**config.mk**
```make
export PLATFORM = sky130hd
export DESIGN_NAME = scroll_display
export DESIGN_NICKNAME = d
export VERILOG_FILES = /design/src/rtl/scroll_display.sv
export SDC_FILE = /design/constraint.sdc
export NUM_CORES = 1
export LEC_CHECK = 0
export ABC_CLOCK_PERIOD_IN_PS = 2850
export CELL_PAD_IN_SITES_DETAIL_PLACEMENT = 0
export CELL_PAD_IN_SITES_GLOBAL_PLACEMENT = 1
export CORE_UTILIZATION = 42
export CTS_BUF_LIST = sky130_fd_sc_hd__clkbuf_4 sky130_fd_sc_hd__clkbuf_8 sky130_fd_sc_hd__clkbuf_16
export DETAILED_ROUTE_END_ITERATION = 10
export PLACE_DENSITY_LB_ADDON = 0.1
export REMOVE_ABC_BUFFERS = 1
export SLEW_MARGIN = 30
export SYNTH_ARGS = -nofsm -noshare
export SYNTH_HDL_FRONTEND = slang
export SYNTH_SLANG_ARGS = --single-unit
export TNS_END_PERCENT = 20
```
**constraint.sdc**
```tcl
create_clock -name clk -period 2.85 [get_ports clk]
set_input_delay 0.57 -clock clk [delete_from_list [all_inputs] [get_ports clk]]
set_output_delay 0.57 -clock clk [all_outputs]
set_load 0.005 [all_outputs]
```
**src/rtl/scroll_display.sv**
```systemverilog
// scroll_display: rotates a nibble message across NUM_BANKS multiplexed 4-digit 7-segment banks.
// Optional blink blanking of the anodes is built only when SCROLL_BLINK_EN is defined.
//
//   state   | meaning
//   --------+------------------------------------------------------------
//   ST_STOP | idle; scroll counter held at 0, step pulses rotate once
//   ST_RUN  | scrolling; one rotation per scroll tick
//   ST_HOLD | pause of HOLD_STEPS ticks after a full rotation, no rotation

module scroll_display #(
    parameter int NUM_BANKS    = 2,
    parameter int SCROLL_DIV   = 200000000,
    parameter int HOLD_STEPS   = 0,
    parameter int REFRESH_BITS = 20,
    parameter int BLINK_BIT    = 25,
    parameter logic [16*NUM_BANKS-1:0] INIT_MSG = (16*NUM_BANKS)'(32'h18830812)
) (
    input  logic                     clk,
    input  logic                     reset,
    input  logic                     en,
    input  logic                     dir,
    input  logic                     step,
    input  logic                     load_valid,
    input  logic [16*NUM_BANKS-1:0]  load_data,
    output logic                     load_ready,
    input  logic                     blink,
    output logic [7*NUM_BANKS-1:0]   a_to_g,
    output logic [4*NUM_BANKS-1:0]   an,
    output logic [1:0]               state
);

    localparam int W      = 16 * NUM_BANKS;
    localparam int SC_W   = $clog2(SCROLL_DIV);
    localparam int ROT_W  = $clog2(4 * NUM_BANKS);
    localparam int HOLD_W = (HOLD_STEPS > 1) ? $clog2(HOLD_STEPS) : 1;

    localparam logic [SC_W-1:0]   SCROLL_LAST = SC_W'(SCROLL_DIV - 1);
    localparam logic [ROT_W-1:0]  ROT_LAST    = ROT_W'(4 * NUM_BANKS - 1);
    localparam logic [HOLD_W-1:0] HOLD_LAST   = HOLD_W'((HOLD_STEPS > 0) ? HOLD_STEPS - 1 : 0);

    typedef enum logic [1:0] {
        ST_STOP = 2'b00,
        ST_RUN  = 2'b01,
        ST_HOLD = 2'b10
    } state_t;

    state_t                  state_q, state_d;
    logic [W-1:0]            msg_q, msg_d;
    logic [SC_W-1:0]         scroll_cnt_q, scroll_cnt_d;
    logic [ROT_W-1:0]        rot_cnt_q, rot_cnt_d;
    logic [HOLD_W-1:0]       hold_cnt_q, hold_cnt_d;
    logic [REFRESH_BITS-1:0] refresh_q, refresh_d;
    logic [7*NUM_BANKS-1:0]  a_to_g_q, a_to_g_d;
    logic [4*NUM_BANKS-1:0]  an_q, an_d;

    logic         load_fire;
    logic         tick;
    logic [W-1:0] msg_rot;
    logic [1:0]   sel;

    assign load_ready = reset;
    assign load_fire  = load_valid & reset;
    assign tick       = (state_q != ST_STOP) && (scroll_cnt_q == SCROLL_LAST);
    assign msg_rot    = dir ? {msg_q[3:0], msg_q[W-1:4]} : {msg_q[W-5:0], msg_q[W-1:W-4]};
    assign sel        = refresh_q[REFRESH_BITS-1 -: 2];

    assign a_to_g = a_to_g_q;
    assign an     = an_q;
    assign state  = state_q;

    function automatic logic [6:0] seg_decode(input logic [3:0] v);
        logic [6:0] s;
        case (v)
            4'h0: s = 7'b1111110;
            4'h1: s = 7'b0110000;
            4'h2: s = 7'b1101101;
            4'h3: s = 7'b1111001;
            4'h4: s = 7'b0110011;
            4'h5: s = 7'b1011011;
            4'h6: s = 7'b1011111;
            4'h7: s = 7'b1110000;
            4'h8: s = 7'b1111111;
            4'h9: s = 7'b1111011;
            4'hA: s = 7'b1110111;
            4'hB: s = 7'b0011111;
            4'hC: s = 7'b1001110;
            4'hD: s = 7'b0111101;
            4'hE: s = 7'b1001111;
            default: s = 7'b1000111;
        endcase
        return s;
    endfunction

    always_comb begin
        state_d      = state_q;
        msg_d        = msg_q;
        rot_cnt_d    = rot_cnt_q;
        hold_cnt_d   = hold_cnt_q;
        scroll_cnt_d = '0;
        if (state_q != ST_STOP) begin
            scroll_cnt_d = tick ? '0 : scroll_cnt_q + 1'b1;
        end

        case (state_q)
            ST_STOP: begin
                if (en) begin
                    state_d = ST_RUN;
                end
                if (step) begin
                    msg_d = msg_rot;
                end
            end
            ST_RUN: begin
                if (!en) begin
                    state_d      = ST_STOP;
                    scroll_cnt_d = '0;
                end else if (tick) begin
                    msg_d = msg_rot;
                    if (rot_cnt_q == ROT_LAST) begin
                        rot_cnt_d = '0;
                        if (HOLD_STEPS > 0) begin
                            state_d = ST_HOLD;
                        end
                    end else begin
                        rot_cnt_d = rot_cnt_q + 1'b1;
                    end
                end
            end
            ST_HOLD: begin
                if (!en) begin
                    state_d      = ST_STOP;
                    hold_cnt_d   = '0;
                    scroll_cnt_d = '0;
                end else if (tick) begin
                    if (hold_cnt_q == HOLD_LAST) begin
                        hold_cnt_d = '0;
                        state_d    = ST_RUN;
                    end else begin
                        hold_cnt_d = hold_cnt_q + 1'b1;
                    end
                end
            end
            default: begin
                state_d      = ST_STOP;
                scroll_cnt_d = '0;
            end
        endcase

        // A load overrides whatever the tick or step would have done this cycle.
        if (load_fire) begin
            msg_d        = load_data;
            rot_cnt_d    = '0;
            scroll_cnt_d = '0;
            hold_cnt_d   = '0;
            if (state_d == ST_HOLD) begin
                state_d = ST_RUN;
            end
        end
    end

    assign refresh_d = refresh_q + 1'b1;

`ifdef SCROLL_BLINK_EN
    logic [BLINK_BIT:0] blink_cnt_q;

    always_ff @(posedge clk) begin
        if (!reset) begin
            blink_cnt_q <= '0;
        end else begin
            blink_cnt_q <= blink_cnt_q + 1'b1;
        end
    end
`else
    logic unused_blink;
    assign unused_blink = blink;
`endif

    always_comb begin
        a_to_g_d = '0;
        an_d     = '0;
        for (int b = 0; b < NUM_BANKS; b++) begin
            a_to_g_d[7*b +: 7] = seg_decode(msg_q[16*b + 4*int'(sel) +: 4]);
            an_d[4*b +: 4]     = 4'b0001 << sel;
        end
`ifdef SCROLL_BLINK_EN
        if (blink && blink_cnt_q[BLINK_BIT]) begin
            an_d = '0;
        end
`endif
    end

    always_ff @(posedge clk) begin
        if (!reset) begin
            state_q      <= ST_STOP;
            msg_q        <= INIT_MSG;
            scroll_cnt_q <= '0;
            rot_cnt_q    <= '0;
            hold_cnt_q   <= '0;
            refresh_q    <= '0;
            a_to_g_q     <= '0;
            an_q         <= '0;
        end else begin
            state_q      <= state_d;
            msg_q        <= msg_d;
            scroll_cnt_q <= scroll_cnt_d;
            rot_cnt_q    <= rot_cnt_d;
            hold_cnt_q   <= hold_cnt_d;
            refresh_q    <= refresh_d;
            a_to_g_q     <= a_to_g_d;
            an_q         <= an_d;
        end
    end

endmodule
```
==> results.json, run 1 <==
{
  "status": "complete, no violations",
  "pre_cts_slack_ns": 0.265,
  "path_clk_slew_ns": 0.07,
  "p_per_area_nw_per_um2": 519,
  "max-cap-violations": 0,
  "grt_pass1_wl_um": 20100,
  "ir_drop_mv": 0.432,
  "place.gp.congestion": 0.817,
  "dp_cells": 810,
  "drive_above_1_share_pct": 8.51,
  "synth_largest_area_cell": "dfxtp_1",
  "post_cts_buffers": 0,
  "rows": 40,
  "grt_util_met2_pct": 34.5,
  "ys.flop_type": "dfxtp_1",
  "yosysUniqueCellTypes": 46,
  "synth_top_area_share_pct": 38.2,
  "power_uw": 3290,
  "critPathKind": "register to register",
  "die_x_um": 114,
  "cts_max_path_buffers": 2,
  "grt_max_degree": 58,
  "wl_per_cell_um": 14.2,
  "setup_ws_ns": 0.256,
  "avgSynthCellArea_um2": 8.74,
  "antennaDiodeCount": 0,
  "min_period_over_period_pct": 91.0,
  "slew_headroom_pct": 57.6,
  "use_met1_pct": 23.7,
  "synth_area_leaders": "dfxtp_1, mux2i_1, nand2_1, nor2_1, ha_1",
  "final_nets": 712,
  "grt_pass1_vias": 4122,
  "hp-class": "register to register",
  "syn_inst": 599,
  "grt.busiest_layer": "met2",
  "port_buffers": 62,
  "grtUsageMet3_pct": 5.58,
  "worst_hold_slack_ns": 0.450,
  "area_growth_pct": 21.0,
  "numCtsBuffers": 9,
  "endpoint_kind": "register",
  "yosys_warnings": 0,
  "die_y_um": 114,
  "final_common_cell": "dfxtp_1",
  "clock_skew_ns": 0.0113,
  "cts_hold_buf": 0,
  "cts_tree": "built",
  "synthArstFlopShare_pct": 0,
  "cts.sinks": 100,
  "drc": 0,
  "cp_max_fo": 30,
  "io_pins": 64,
  "core_area_um2": 12100,
  "drt_iter0_markers": 222,
  "layout.cells.non_filler": 826,
  "leakage_uw": 0.00242,
  "dieArea_um2": 12900,
  "setup_viol": 0,
  "syn_area_um2": 5240,
  "clockRootBuffer": "clkbuf_16",
  "slew_violations": 0,
  "finalHoldViolations": 0,
  "num_vias": 4213,
  "htree_num_levels": 3,
  "worstMarginPinSlew_ns": 0.635,
  "final_cell_mix": "dfxtp_1, nand2_1, nor2_1, clkdlybuf4s50_1, mux2i_1",
  "hpwl_um": 8120,
  "finalCriticalPeriod_ns": 2.59,
  "drtPass1Iterations": 4,
  "wl_um": 11700,
  "synth_edf_count": 0,
  "arrival_ns": 2.83,
  "antenna_found_initial": 0,
  "seq_area_frac_synth_pct": 38.2,
  "setup.worst_path.start_class": "register",
  "fmax_mhz": 386,
  "grt_overflow_total": 0,
  "rsz0062_at_grt": "no",
  "start_util_pct": 43.4,
  "cts_resized": 0,
  "viasPerCell": 5.10,
  "tns_ns": 0,
  "ant_nets": 0,
  "cp.required_ns": 3.09,
  "ys_seq_elements": 100,
  "grt_usage_pct": 19.7,
  "clkLatencyLatePin_ns": 0.36
}
-- sequential cells by signal, indices dropped and copies added, names as in the netlist --
| register | count |
|---|---|
| scroll_cnt_q | 28 |
| state | 2 |
| an | 4 |
| a_to_g | 14 |
| refresh_q | 20 |
| msg_q | 32 |
-- synth_stat cells (2+ instances only) --
cell type	count
ha_1	20
inv_1	19
mux2i_1	48
o21ai_0	20
nor2b_1	6
nand2_1	79
xor2_1	23
xnor2_1	17
and2_1	7
buf_2	3
a311oi_1	3
a21oi_1	18
a221o_1	5
nor4_1	6
a221oi_1	4
dfxtp_1	100
mux2_2	6
a31oi_1	3
a211oi_1	4
and3_1	9
or2_2	2
a22oi_1	2
nor3_1	6
nand3_1	18
o211ai_1	25
nand4_1	12
mux4_2	8
or3_1	3
buf_1	4
nor2_1	72
buf_4	5
nand2b_1	5
clkbuf_1	24
-- worst max-delay path, cell delays in order (launching register included) --
cell      delay (ns)
dfxtp_1         0.41
inv_1           0.09
ha_1            0.26
or3b_2          0.51
nor4_4          0.22
a311oi_1        0.16
or2_1           0.26
buf_12          0.20
a221o_1         0.36
-- power breakdown --
group | total, µW | internal, µW | switching [µW]
logic | 527 | 273 | 254
clock network | 1230 | 689 | 545
registers | 1530 | 1470 | 56.6
-- logic make-up (layout without fill, tap and decap cells) --
family	Yosys count	after routing	share of synthesized area [%]
flip-flops	100	100	38.2
buffers and inverters	56	115	4.59
adder cells (fa/ha/maj)	20	20	4.78
AO/OA/AOI/OAI	89	89	11.3
XOR/XNOR	40	40	6.69
multiplexers	62	62	13.9
AND/OR/NAND/NOR	232	232	20.5
-- per-stage QoR --
stage / area [µm²] / utilization, %
after global placement: 6040 / 50.1
final: 6330 / 52.5
after global routing: 6330 / 52.5
after floorplan: 5070 / -
after CTS: 6330 / 52.5
after detailed placement: 6040 / 50.1
-- final timing paths --
check | cells after the start | slack [ns] | startpoint | to
setup / recovery | 8 | 0.26 | state[1] | msg_q[16]
hold / removal | 1 | 0.45 | refresh_q[0] | refresh_q[0]
setup reg to reg | 8 | 0.26 | state[1] | msg_q[16]
hold reg to reg | 1 | 0.45 | refresh_q[0] | refresh_q[0]
-- layout make-up --
type	count	area, µm²
fill	1139	5730
multi-input combinational	443	3000
sequential	100	2000
timing repair buffer	80	758
clock buffer	10	233
tap	168	210
inverter	19	71.3
clock inverter	6	65.1
-- per-layer routing --
metal | wire length, µm | part of all wire (%)
met1 | 5500 | 47
met2 | 5730 | 49
met3 | 340 | 2.9
met4 | 120 | 1.0
met5 | 0 | 0
Note: power is estimated with default switching activity, not from simulation.
==> run 2, diff against run 1 <==
--- a/config.mk
+++ b/config.mk
@@ -6,6 +6,7 @@
 export NUM_CORES = 1
 export LEC_CHECK = 0
 export ABC_CLOCK_PERIOD_IN_PS = 2850
+export CAP_MARGIN = 10
 export CELL_PAD_IN_SITES_DETAIL_PLACEMENT = 0
 export CELL_PAD_IN_SITES_GLOBAL_PLACEMENT = 1
 export CORE_UTILIZATION = 42
==> results of run 2 <==
No change in the layout: final DEF, timing and power equal those of run 1.
